==> src/rtl/fetch_ctrl_pkg.sv <==
// ----------------------------------------------------------------------------
// fetch_ctrl_pkg
// Shared types and default constants for the instruction-fetch controller.
//   fetchState_t   : 2-bit fetch sequencer state (BOOT / RUN / MISS / REFILL)
//   PC_SIZE_DEF    : default PC / address width
//   INSTR_SIZE     : instruction word width
//   RESET_VEC_DEF  : default first fetch address after reset
//   LINE_WORDS_DEF : default number of 32-bit words per icache line
//   PC_STEP        : byte increment between sequential fetches
// ----------------------------------------------------------------------------
package fetch_ctrl_pkg;

    localparam int          PC_SIZE_DEF    = 32;
    localparam int          INSTR_SIZE     = 32;
    localparam logic [31:0] RESET_VEC_DEF  = 32'h0000_0000;
    localparam int          LINE_WORDS_DEF = 4;
    localparam int          PC_STEP        = 4;

    typedef enum logic [1:0] {
        FC_BOOT   = 2'b00,
        FC_RUN    = 2'b01,
        FC_MISS   = 2'b10,
        FC_REFILL = 2'b11
    } fetchState_t;

endpackage : fetch_ctrl_pkg

==> src/rtl/fetch_refill_fsm.sv <==
// ----------------------------------------------------------------------------
// fetch_refill_fsm
// Fetch sequencer state machine. It owns the BOOT/RUN/MISS/REFILL states, the
// refill request handshake and the beat counter that addresses icache writes.
// Ports:
//   clk, rst         : clock, asynchronous active-high reset
//   i_icHit          : icache hit for the current fetch PC
//   i_exRedirect     : EX redirect (a redirect in RUN suppresses a miss)
//   i_refillAck      : memory accepted the refill request
//   i_refillValid    : one refill data beat is present
//   o_state          : current sequencer state
//   o_refillReq      : refill request, held until acknowledged
//   o_icWrEn         : write the present beat into the icache
//   o_icWrIdx        : word index of the present beat
//   o_refillDone     : final beat of the line is being written this cycle
//   o_missStart      : RUN is leaving for MISS at the next edge
// ----------------------------------------------------------------------------
module fetch_refill_fsm
    import fetch_ctrl_pkg::*;
#(
    parameter  int LINE_WORDS = LINE_WORDS_DEF,
    localparam int IDX_W      = $clog2(LINE_WORDS)
) (
    input  logic             clk,
    input  logic             rst,
    input  logic             i_icHit,
    input  logic             i_exRedirect,
    input  logic             i_refillAck,
    input  logic             i_refillValid,
    output fetchState_t      o_state,
    output logic             o_refillReq,
    output logic             o_icWrEn,
    output logic [IDX_W-1:0] o_icWrIdx,
    output logic             o_refillDone,
    output logic             o_missStart
);

    localparam logic [IDX_W-1:0] LAST_BEAT = IDX_W'(LINE_WORDS - 1);

    fetchState_t      r_state;
    fetchState_t      w_nextState;
    logic [IDX_W-1:0] r_beatCnt;
    logic             w_lastBeat;

    assign w_lastBeat = (r_beatCnt == LAST_BEAT);

    // State register
    always_ff @(posedge clk or posedge rst) begin
        if (rst) begin
            r_state <= FC_BOOT;
        end else begin
            r_state <= w_nextState;
        end
    end

    // Beat counter: cleared when the request is accepted, stepped per beat
    always_ff @(posedge clk or posedge rst) begin
        if (rst) begin
            r_beatCnt <= '0;
        end else if (r_state == FC_MISS && i_refillAck) begin
            r_beatCnt <= '0;
        end else if (r_state == FC_REFILL && i_refillValid) begin
            r_beatCnt <= r_beatCnt + IDX_W'(1);
        end
    end

    // Next-state logic; a redirect in RUN takes precedence over a miss
    always_comb begin
        w_nextState = r_state;
        case (r_state)
            FC_BOOT:   w_nextState = FC_RUN;
            FC_RUN:    if (!i_exRedirect && !i_icHit) w_nextState = FC_MISS;
            FC_MISS:   if (i_refillAck) w_nextState = FC_REFILL;
            FC_REFILL: if (i_refillValid && w_lastBeat) w_nextState = FC_RUN;
            default:   w_nextState = FC_BOOT;
        endcase
    end

    // Output decode
    always_comb begin
        o_refillReq  = 1'b0;
        o_icWrEn     = 1'b0;
        o_refillDone = 1'b0;
        o_missStart  = 1'b0;
        case (r_state)
            FC_RUN:    o_missStart  = !i_exRedirect && !i_icHit;
            FC_MISS:   o_refillReq  = 1'b1;
            FC_REFILL: begin
                o_icWrEn     = i_refillValid;
                o_refillDone = i_refillValid && w_lastBeat;
            end
            default:   ;
        endcase
    end

    assign o_state   = r_state;
    assign o_icWrIdx = r_beatCnt;

endmodule : fetch_refill_fsm

==> src/rtl/fetch_ctrl.sv <==
// ----------------------------------------------------------------------------
// fetch_ctrl
// Instruction-fetch scheduler: picks the next PC each cycle, enables the
// icache and drives the icache-miss refill handshake toward memory.
// Optional build macro: FETCH_PERF_CNT_EN adds saturating miss/redirect
// counters on perf_miss_cnt / perf_redir_cnt.
// Ports:
//   clk, rst      : clock, asynchronous active-high reset
//   ld_stall      : load-use stall, hold PC (RUN only)
//   ex_redirect   : EX redirect request, target on ex_pc
//   pd_take       : predecode predicts taken, target on pd_target
//   ic_hit        : icache hit for pc_out
//   ic_en         : icache read enable
//   pc_out        : current fetch PC
//   if_valid      : instruction at pc_out is valid for decode
//   refill_req    : line refill request, refill_addr is line aligned
//   refill_ack    : memory accepted the request
//   refill_valid  : one refill data beat present
//   ic_wr_en      : write current beat into icache at word ic_wr_idx
// ----------------------------------------------------------------------------
module fetch_ctrl
    import fetch_ctrl_pkg::*;
#(
    parameter  int                 PC_SIZE    = PC_SIZE_DEF,
    parameter  logic [PC_SIZE-1:0] RESET_VEC  = PC_SIZE'(RESET_VEC_DEF),
    parameter  int                 LINE_WORDS = LINE_WORDS_DEF,
    localparam int                 IDX_W      = $clog2(LINE_WORDS)
) (
    input  logic               clk,
    input  logic               rst,
    input  logic               ld_stall,
    input  logic               ex_redirect,
    input  logic [PC_SIZE-1:0] ex_pc,
    input  logic               pd_take,
    input  logic [PC_SIZE-1:0] pd_target,
    input  logic               ic_hit,
    output logic               ic_en,
    output logic [PC_SIZE-1:0] pc_out,
    output logic               if_valid,
    output logic               refill_req,
    output logic [PC_SIZE-1:0] refill_addr,
    input  logic               refill_ack,
    input  logic               refill_valid,
    output logic               ic_wr_en,
`ifdef FETCH_PERF_CNT_EN
    output logic [IDX_W-1:0]   ic_wr_idx,
    output logic [31:0]        perf_miss_cnt,
    output logic [31:0]        perf_redir_cnt
`else
    output logic [IDX_W-1:0]   ic_wr_idx
`endif
);

    localparam int                 OFFSET_BITS = $clog2(LINE_WORDS * 4);
    localparam logic [PC_SIZE-1:0] LINE_MASK   = ~((PC_SIZE'(1) << OFFSET_BITS) - PC_SIZE'(1));

    fetchState_t        w_state;
    logic               w_refillDone;
    logic               w_missStart;
    logic               w_inRun;
    logic               w_inRefillPath;
    logic [PC_SIZE-1:0] r_pc;
    logic [PC_SIZE-1:0] w_nextPc;
    logic               r_redirPend;
    logic [PC_SIZE-1:0] r_redirPc;
    logic               w_pendNow;
    logic [PC_SIZE-1:0] w_pendTarget;

    fetch_refill_fsm #(
        .LINE_WORDS (LINE_WORDS)
    ) u_refillFsm (
        .clk           (clk),
        .rst           (rst),
        .i_icHit       (ic_hit),
        .i_exRedirect  (ex_redirect),
        .i_refillAck   (refill_ack),
        .i_refillValid (refill_valid),
        .o_state       (w_state),
        .o_refillReq   (refill_req),
        .o_icWrEn      (ic_wr_en),
        .o_icWrIdx     (ic_wr_idx),
        .o_refillDone  (w_refillDone),
        .o_missStart   (w_missStart)
    );

    assign w_inRun        = (w_state == FC_RUN);
    assign w_inRefillPath = (w_state == FC_MISS) || (w_state == FC_REFILL);

    // A redirect arriving on the final refill beat must still win over any
    // target latched earlier, so the latch is bypassed in that cycle.
    assign w_pendNow    = r_redirPend || ex_redirect;
    assign w_pendTarget = ex_redirect ? ex_pc : r_redirPc;

    // Next-PC selection. Outside RUN the PC only moves when a refill that
    // saw a redirect completes.
    always_comb begin
        w_nextPc = r_pc;
        if (w_inRun) begin
            if (ex_redirect) begin
                w_nextPc = ex_pc;
            end else if (ld_stall || !ic_hit) begin
                w_nextPc = r_pc;
            end else if (pd_take) begin
                w_nextPc = pd_target;
            end else begin
                w_nextPc = r_pc + PC_SIZE'(PC_STEP);
            end
        end else if (w_refillDone && w_pendNow) begin
            w_nextPc = w_pendTarget;
        end
    end

    // PC register
    always_ff @(posedge clk or posedge rst) begin
        if (rst) begin
            r_pc <= RESET_VEC;
        end else begin
            r_pc <= w_nextPc;
        end
    end

    // Redirects seen while the line is being fetched are parked here until
    // the refill completes; the newest redirect overwrites older ones.
    always_ff @(posedge clk or posedge rst) begin
        if (rst) begin
            r_redirPend <= 1'b0;
            r_redirPc   <= '0;
        end else if (w_refillDone) begin
            r_redirPend <= 1'b0;
        end else if (w_inRefillPath && ex_redirect) begin
            r_redirPend <= 1'b1;
            r_redirPc   <= ex_pc;
        end
    end

    assign pc_out      = r_pc;
    assign ic_en       = w_inRun;
    assign if_valid    = w_inRun && ic_hit && !ld_stall && !ex_redirect;
    assign refill_addr = refill_req ? (r_pc & LINE_MASK) : '0;

`ifdef FETCH_PERF_CNT_EN
    logic w_redirAccepted;

    assign w_redirAccepted = ex_redirect && (w_inRun || w_inRefillPath);

    // Saturating event counters
    always_ff @(posedge clk or posedge rst) begin
        if (rst) begin
            perf_miss_cnt  <= '0;
            perf_redir_cnt <= '0;
        end else begin
            if (w_missStart && perf_miss_cnt != 32'hFFFF_FFFF) begin
                perf_miss_cnt <= perf_miss_cnt + 32'd1;
            end
            if (w_redirAccepted && perf_redir_cnt != 32'hFFFF_FFFF) begin
                perf_redir_cnt <= perf_redir_cnt + 32'd1;
            end
        end
    end
`endif

endmodule : fetch_ctrl

==> config.mk <==
export PLATFORM = sky130hd
export DESIGN_NAME = fetch_ctrl
export DESIGN_NICKNAME = d
export VERILOG_FILES = /design/src/rtl/fetch_ctrl_pkg.sv /design/src/rtl/fetch_refill_fsm.sv /design/src/rtl/fetch_ctrl.sv
export SDC_FILE = /design/constraint.sdc
export NUM_CORES = 1
export LEC_CHECK = 0
export BUFFER_PORTS_ARGS = -buffer_cell sky130_fd_sc_hd__buf_2
export CORE_MARGIN = 5
export CORE_UTILIZATION = 40
export CTS_BUF_LIST = sky130_fd_sc_hd__clkbuf_16
export CTS_CLUSTER_SIZE = 24
export DETAILED_ROUTE_END_ITERATION = 12
export GPL_TIMING_DRIVEN = 1
export PLACE_DENSITY = 0.68
export SYNTH_ARGS = -nofsm -noshare
export SYNTH_HDL_FRONTEND = slang
export SYNTH_SLANG_ARGS = --single-unit
==> constraint.sdc <==
create_clock -name clk -period 1.9 [get_ports clk]
set_input_delay 0.19 -clock clk [delete_from_list [all_inputs] [get_ports clk]]
set_output_delay 0.19 -clock clk [all_outputs]
set_load 0.1 [all_outputs]
* Yosys cells after proc, flatten, opt, wreduce, memory -nomap -nowiden
Index checks and enable logic that the tools add are counted.
** Storage, ports and cells
- Output and inout port bits :: 70
- Memories kept :: 0
- Bits in latches :: 0
- Memory bits (writable) :: 0
- Input port bits :: 72
- ROM bits :: 0
- Flip-flop bits (word level) :: 69
** Operators by class
- Bitwise logic cells :: 1
- Multiplexer cells :: 18
- Shift-type cells :: 0
- Reduce and logical (&&, ||, !) cells :: 22
- Eq/ne operators :: 8
- Add/sub/neg operators :: 2
- Div/mod/pow operators :: 0
- $lt $le $gt $ge :: 0
- Multiply operators :: 0
** Operators by type and width (count)
- 32-bit 2-to-1 mux :: 7
- 32-bit by 3-bit adder with 32-bit output (second input constant) :: 1
- 2-bit 2-to-1 mux :: 5
- 1-bit logical AND :: 9
- 2-bit case mux with 4 select lines :: 1
- 2-bit == test (second input constant) :: 3
- 2-bit nonzero test :: 3
- 1-bit 2-to-1 mux :: 5
- 2-bit by 1-bit != test with 1-bit output (second input constant) :: 2
- 2-bit AND reduction :: 2
- 1-bit zero test :: 3
- 1-bit logical OR :: 3
- 3-bit != test (second input constant) :: 1
- 3-bit AND reduction :: 1
- 2-bit by 1-bit adder with 2-bit output (second input constant) :: 1
- 2-bit by 1-bit == test with 1-bit output (second input constant) :: 1
- 2-bit zero test :: 1
- 2-bit != test (second input constant) :: 1
- 1-bit NOT :: 1

* Logic depth before layout (Yosys ltp)
Gate-level depths: netlist of the first run.
- Depth in word-level cells :: 6
- Depth in mapped cells :: 10
- Depth with buffers taken out :: 7

* Hierarchy
From an unflattened synthesis of the first run, not the netlist that was laid out.
** Unflattened totals
- Cell total of the unflattened synthesis :: 516
- Area, all modules :: 4570.6 um^2
** Modules (own cells, without submodules)
- fetch_ctrl :: sequential area each 1626.6 um^2, area an instance 4301.6 um^2, instances 1, cells an instance 490
- fetch_refill_fsm :: sequential area each 100.1 um^2, area an instance 269.0 um^2, instances 1, cells an instance 26

* Least setup slack after synthesis of the first run
No wires, ideal clock.
- Kind :: register to register
- Start :: reg u_refillFsm.r_state[1] (netlist: u_refillFsm.o_state[1])
- End :: reg r_pc[30] (netlist: pc_out[30])
- Arrival :: 3.141 ns
- Path buffers :: 2
- Path slack :: -1.312 ns
- Required time :: 1.829 ns
- Cell stages (with the launch flop) :: 10
- Path through :: dfrtp_1 inv_1 ha_1 buf_6 nor4bb_1 clkbuf_1 nand3_1 a31oi_1 a31oi_1 nand3_1
** RTL lines
- from (decl) :: line fetch_refill_fsm.sv:40 : fetchState_t r_state;
- from (signal assigned) :: line fetch_refill_fsm.sv:52 : r_state <= w_nextState;
- 2-bit by 1-bit == test with 1-bit output * :: line fetch_ctrl.sv:86 : assign w_inRun = (w_state == FC_RUN);
- net ic_en :: line fetch_ctrl.sv:37 : output logic ic_en,
- 3-bit != test (no source line) / 2-bit nonzero test (equally long branches)
- 2-bit AND reduction (no source line)
- to (signal assigned) :: line fetch_ctrl.sv:118 : r_pc <= w_nextPc;
- to (decl) :: line fetch_ctrl.sv:62 : logic [PC_SIZE-1:0] r_pc;
The timed path passes the listed nets; every way through them passes the cells marked *.
A chain may end at the register's enable or synchronous reset.

* Worst setup path in the final report of the first run
- Start :: reg u_refillFsm.r_state[0] (netlist: u_refillFsm.o_state[0])
- End :: reg r_redirPc[9]
** On the way
- Longest elaborated chain between the ends :: 4
** Ends and longest elaborated chain
- 2-bit == test (on tied branches) :: line fetch_refill_fsm.sv:85, fetch_ctrl.sv:87
- 1-bit 2-to-1 mux / 1-bit logical OR (equally long branches) :: line fetch_refill_fsm.sv:85, fetch_ctrl.sv:87
- 1-bit NOT (no source line) / 1-bit logical AND (equally long branches)
- 2-bit AND reduction (no source line) *
- to (signal assigned) :: line fetch_ctrl.sv:132 : r_redirPc <= ex_pc;
- to (decl) :: line fetch_ctrl.sv:65 : logic [PC_SIZE-1:0] r_redirPc;
Every way passes the cells marked *; elsewhere a longest branch is shown, timed or not.

==> results of run 1 <==
## power by group
| group | internal (mW) | leakage (nW) | total, mW | switching, mW |
|---|---|---|---|---|
| sequential | 2.27 | 0.798 | 3.12 | 0.850 |
| combinational | 3.33 | 2.02 | 9.69 | 6.35 |
| clock | 0.887 | 0.133 | 1.56 | 0.676 |
| total | 6.49 | 2.95 | 14.4 | 7.88 |
## Yosys cell counts (all sizes together) (3+ instances only)
| cell type | count |
|---|---|
| o211ai | 3 |
| o22ai | 5 |
| nor4 | 6 |
| nand4 | 9 |
| mux2 | 33 |
| a31oi | 10 |
| and4 | 4 |
| and2 | 30 |
| a211oi | 9 |
| a311oi | 3 |
| clkbuf | 13 |
| a22oi | 18 |
| mux2i | 3 |
| dfrtp | 69 |
| nand2 | 44 |
| a21oi | 31 |
| a22o | 5 |
| nor3 | 7 |
| ha | 6 |
| a221oi | 9 |
| nor3b | 4 |
| nor2 | 34 |
| nand2b | 3 |
| and3 | 4 |
| inv | 18 |
| buf | 28 |
| a221o | 3 |
| nand3 | 15 |
| o21ai | 47 |
| o32ai | 4 |
## repair_timing
action	4_1_cts	5_1_grt
hold endpoints to repair	69	0
setup buffers	8	8
pin swaps	1	8
hold buffers	1	0
gates cloned	0	3
resized for setup	8	47
setup endpoints to repair	35	72
## cell type report
cell class                      instances  share of cell area [%]
Clock buffer                            9                   3.324
Clock inverter                          7                  0.7572
Inverter                               19                   1.108
Multi-Input combinational cell        379                   40.98
Sequential cell                        69                   25.98
Tap cell                              140                   2.585
Timing Repair Buffer                  192                   25.26
## logic make-up after synthesis
logic type | count (synthesis) | synth area share, %
AOI/OAI and AO/OA | 159 | 23.61
xor gates and xnor gates | 3 | 0.5883
adders and majority gates | 6 | 1.681
buffers and inverters | 60 | 6.414
DFF | 69 | 38.66
muxes | 36 | 8.992
other | 1 | 0.08395
and+or+nand+nor | 171 | 19.97
## through the flow
| step | utilization (%) | total power, mW | instance area [um2] | setup TNS [ns] |
|---|---|---|---|---|
| floorplan | - | 9.761 | 4811 | -3.868 |
| global placement | 56.37 | 11.82 | 6137 | 0 |
| detailed placement | 56.37 | 11.99 | 6137 | -0.02796 |
| CTS | 59.86 | 13.75 | 6518 | -0.06780 |
| global route | 62.23 | 15.03 | 6775 | -2.250 |
| finish | 62.23 | 14.36 | 6775 | -0.2617 |
## layer usage
metal  global-route usage [%]  vias to the layer above
met2                    36.96                      173
met3                    2.559                       15
met5                        0                        -
li1                         -                     2200
met1                    30.37                     2287
met4                    8.198                        0
## flip-flops by register name, indices dropped and copies added, names as in the netlist
signal	flops
pc_out	32
r_redirPc	32
r_redirPend	1
u_refillFsm.o_icWrIdx	2
u_refillFsm.o_state	2
## worst max path at each step
stage / end / slack (ns) / from
after detailed placement: pc_out[28] / -0.03 / u_refillFsm.o_state[0]
after floorplan: pc_out[12] / -0.29 / u_refillFsm.o_state[1]
after global routing: pc_out[31] / -0.08 / u_refillFsm.o_state[0]
after CTS: pc_out[28] / -0.04 / u_refillFsm.o_state[0]
after global placement: pc_out[28] / 0.06 / u_refillFsm.o_state[0]
final: r_redirPc[9] / -0.03 / u_refillFsm.o_state[0]
==> metrics.md, run 1 <==
| Metric | Value |
|---|---|
| RR Startpoint | u_refillFsm.o_state[0] |
| PwrDens | 2120 nW/um2 |
| Root buffer cell | clkbuf_16 |
| Commonest non-fill, non-tap cell in the layout | buf_2 |
| Reg2reg end | r_redirPc[9] |
| Most frequent cells in the layout | buf_2, nand2_1, dfrtp_1, buf_4, buf_12 |
| Crit-path cells | buf_4, ha_2, and3_4, buf_4, nor2_4, buf_12, mux2_2 |
| Post-synthesis sequential area ratio | 38.66% |
| TritonCTS clock tree | yes |
| Wire length on met2 | 7.559 mm |
| Fillcell total | 897 |
| Synthesis-stage register bit count | 69 |
| Worst hold path class | input port to flop |
| Clock latency on the worst-skew pair | 0.34 ns |
| Crit path arrival time | 2.15 ns |
| Synth async-reset ratio | 100.0% |
| Violated checks | setup timing |
| Run status | complete, but fails checks |
| Final period util | 101.4% |
| Met3 routed WL | 901 um |
| Worst setup SP type | flop |
| Residual DRC | 0 |
| R2r worst-path depth | 7 |
| DRT Pass-1 Iters | 5 |
| Hold Crit Endpoint | u_refillFsm.o_icWrIdx[1] |
| Max-slew violation total from the final report | 0 |
| Ratio of cells with drive above 1 in the final layout | 49.63% |
| Slowest stage cell, crit path | dfrtp_1 |
| CP most frequent cell | buf_4 |
| First-pass GRT wire length | 23.66 mm |
| Worst path depth | 7 |
| Max Root-Sink Buffers | 2 |
| Max-cap viol count | 0 |
| Tmin final | 1.926 ns |
| Share of the synthesized area in the top cell type | 38.66% |
| Post-synth EDFFs | 0 |
| Maximum clock rate | 519.1 MHz |
| WL final | 15.56 mm |
| Die Width | 115.7 um |
| Area growth, synth to finish | 51.68% |
| Crit-path leading delay family | buffers and inverters |
| Ant. Diodes | 0 |
| Final hold vios | 0 |
| Initial Util | 41.03% |
| GRT Util Overall | 22.35% |
| Number of global-route vias before repair | 4545 |
| Setup ws final | -0.02646 ns |
| Flop2flop setup slack | -0.03 ns |
| Peak VDD IR | 1.473 mV |
| Cell area after synthesis | 4467 um2 |
| Unrepaired setup endpoints after global routing | yes |
| CORE AREA | 10890 um2 |
| Endpoints failing setup | 14 |
| I/O Buffers | 137 |
| Worst-path clk slew | 0.06 ns |
| CP max FO | 19 |
| Sequential cell area | 1760 um2 |
| Synth area leaders | dfrtp_1, mux2_2, o21ai_0 |
| First DRT Iteration DRCs | 269 |
| Initial antenna violation count | 0 |
| Die H | 115.7 um |
| Post-placement cell count | 779 |
| Yosys cell types | 60 |
| DP HPWL | 10.95 mm |
| Max stage delay on crit path | 0.41 ns |
| Non-filler cells in the finished layout | 815 |
| Worst path bufs/invs | 3 |
| Leading area contributor after synthesis | dfrtp_1 |
| Area of the multi-input gates | 2776 um2 |
| Worst Skew | 0.005384 ns |
| Syn Area/Cell | 8.845 um2 |
| Remaining antenna violation count | 0 |
| Routed length on met1 | 6.856 mm |
| Die footprint | 13380 um2 |
| Worst Hold Path Cells | 2 |
| Cts bufs inserted | 9 |
| Via count | 4675 |
| Top-level I/O count | 142 |
| Crit path required time | 2.12 ns |
| Nets | 748 |
| Highest metal used | met4 |
| Vias per inst | 5.736 |
| GRT overflow | 0 |
| WS Path Type | flop to flop |
| YS warnings | 0 |
| Setup WS pre-CTS | -0.02796 ns |
| Routed length per instance | 19.09 um |
| CTS sink cnt | 69 |
| Crit end category | flop |
| Final hold slack | 0.05069 ns |
| Synth Flop Type | dfrtp_1 |
| Largest net degree at the start of global routing | 70 |
| Htree depth | 3 |
| Synth Instances | 505 |
| Hold Path Origin | refill_ack |
| Final GP Congestion | 0.8765 |
| Leak | 2.952 nW |
| Row count | 38 |
No activity file was read; power rests on OpenSTA's default activity.
==> inputs of run 2 (changes only) <==
==> constraint.sdc (replaced) <==
create_clock -name clk -period 1.9 [get_ports clk]
set_input_delay 0.19 -clock clk [delete_from_list [all_inputs] [get_ports clk]]
set_output_delay 0.19 -clock clk [all_outputs]
set_load 0.05 [all_outputs]
==> run 2 against run 1 <==
  * The flow now finishes without violations
  * Die area is the same
  * Final cell count grew 0.86%
  * Via count grew 4.6%
  * Maximum frequency grew 2.6%
  * Worst setup slack gained 0.049 ns
  * Sequential cell count is the same
  * Design area shrank 3.9%
  * Routed wire length grew 3.1%
  * Utilization shrank 2.4 points
  * Critical path type is now flop to output pin
  * Highest routed layer unchanged
==> metrics.md, run 2 (same netlist as run 1, synthesis figures left out) <==
| Metric | Value |
|---|---|
| Commonest non-fill, non-tap cell in the layout | buf_2 |
| CP most frequent cell | buf_6 |
| Die footprint | 13380 um2 |
| Max-slew violation total from the final report | 0 |
| Slowest stage cell, crit path | dfrtp_2 |
| Final hold vios | 0 |
| Worst-path clk slew | 0.05 ns |
| Worst Skew | 0.007987 ns |
| Maximum clock rate | 532.7 MHz |
| First-pass GRT wire length | 23.41 mm |
| PwrDens | 1880 nW/um2 |
| TritonCTS clock tree | yes |
| Clock latency on the worst-skew pair | 0.34 ns |
| Crit-path leading delay family | buffers and inverters |
| R2r worst-path depth | 9 |
| I/O Buffers | 137 |
| Leak | 2.923 nW |
| Ratio of cells with drive above 1 in the final layout | 44.57% |
| Hold Path Origin | refill_ack |
| Run status | finished clean |
| Largest net degree at the start of global routing | 70 |
| Dpl cell area | 5564 um2 |
| Fillcell total | 929 |
| Most frequent cells in the layout | buf_2, dfrtp_1, nand2_1, o21ai_0, buf_4 |
| Crit end category | output pin |
| Ant. Diodes | 0 |
| Htree depth | 3 |
| Flop2flop setup slack | 0.03 ns |
| Post-route cell area | 6513 um2 |
| Worst path depth | 6 |
| Worst hold path class | input port to flop |
| Vias per inst | 5.949 |
| CORE AREA | 10890 um2 |
| CTS sink cnt | 69 |
| Crit path arrival time | 1.69 ns |
| CP max FO | 8 |
| Final GP Congestion | 0.8624 |
| GRT overflow | 0 |
| Via count | 4890 |
| Max Root-Sink Buffers | 2 |
| Max stage delay on crit path | 0.44 ns |
| RR Startpoint | u_refillFsm.o_state[0] |
| Residual DRC | 0 |
| Crit path required time | 1.71 ns |
| Unrepaired setup endpoints after global routing | yes |
| Root buffer cell | clkbuf_16 |
| Worst setup SP type | flop |
| Peak VDD IR | 1.061 mV |
| WL final | 16.03 mm |
| Initial antenna violation count | 0 |
| CP startpoint | u_refillFsm.o_state[0] |
| Routed length per instance | 19.50 um |
| DP HPWL | 10.73 mm |
| WS Path Type | flop to output pin |
| Die H | 115.7 um |
| Die Width | 115.7 um |
| Row count | 38 |
| Nets | 755 |
| First DRT Iteration DRCs | 374 |
| Crit-path cells | buf_6, inv_2, ha_4, buf_6, and2_1, buf_4 |
| Cts bufs inserted | 9 |
| Endpoints failing setup | 0 |
| Initial Util | 41.03% |
| Remaining antenna violation count | 0 |
| Worst path bufs/invs | 4 |
| DRT Pass-1 Iters | 5 |
| Worst Hold Path Cells | 2 |
| Area growth, synth to finish | 45.80% |
| Final period util | 98.80% |
| Top-level I/O count | 142 |
| Total power | 12.24 mW |
| Max-cap viol count | 0 |
| GRT Util Overall | 22.07% |
| Tmin final | 1.877 ns |
| Number of global-route vias before repair | 4687 |
run 2: path summary, 6_finish.rpt:
check | to
min reg2reg | pc_out[0]
max in group asynchronous | pc_out[8]
max reg2reg | pc_out[29]
min in group asynchronous | r_redirPc[2]
min | u_refillFsm.o_icWrIdx[0]
max | refill_addr[10]
run 2: worst reg2reg max path, cell delays in order (launching register included):
cell,delay [ns]
dfrtp_2,0.44
ha_4,0.20
buf_6,0.14
nor2b_4,0.13
o32ai_4,0.11
buf_12,0.16
buf_4,0.14
a221o_1,0.25
o21ai_0,0.07
o211ai_1,0.11
run 2: layer usage:
| layer | track usage (%) | wire, um | vias to the layer above |
|---|---|---|---|
| li1 | - | - | 2213 |
| met1 | 29.21 | 6524 | 2382 |
| met2 | 35.34 | 7790 | 261 |
| met3 | 3.864 | 1308 | 34 |
| met4 | 10.21 | 410 | 0 |
| met5 | 0 | 0 | - |
run 2: layout make-up:
| cell class | count | area, um2 | share of cell area (%) |
|---|---|---|---|
| clock buffer | 9 | 225.2 | 3.458 |
| multi-input combinational | 379 | 2654 | 40.75 |
| clock inverter | 7 | 81.33 | 1.249 |
| timing repair buffer | 199 | 1562 | 23.98 |
| sequential | 69 | 1740 | 26.72 |
| tap | 140 | 175.2 | 2.690 |
| inverter | 19 | 75.07 | 1.153 |
run 2: power by group:
part,internal (mW),switching [mW],leakage [nW]
sequential,2.23,0.728,0.817
combinational,3.06,4.46,1.95
clock,1.13,0.633,0.155
total,6.42,5.82,2.92
run 2: what timing repair did:
action,CTS,global route
setup buffers,4,7
gates cloned,0,6
hold buffers,1,0
endpoints found under the hold margin,69,0
pin swaps,4,8
gates resized for setup,39,86
endpoints found under the setup margin,52,90
run 2: stage by stage:
step,instances,utilization (%),worst slack [ns],hold slack [ns],setup TNS (ns)
2_1_floorplan,508,-,-0.1312,0.2770,-3.090
3_3_place_gp,789,51.10,-0.0008950,0.3143,-0.0008950
3_5_place_dp,789,51.10,-0.1416,0.3281,-1.377
4_1_cts,810,55.30,-0.04512,0.07109,-0.07567
5_1_grt,822,59.81,-0.02514,0.09233,-0.2271
6_report,822,59.81,0.02277,0.09816,0
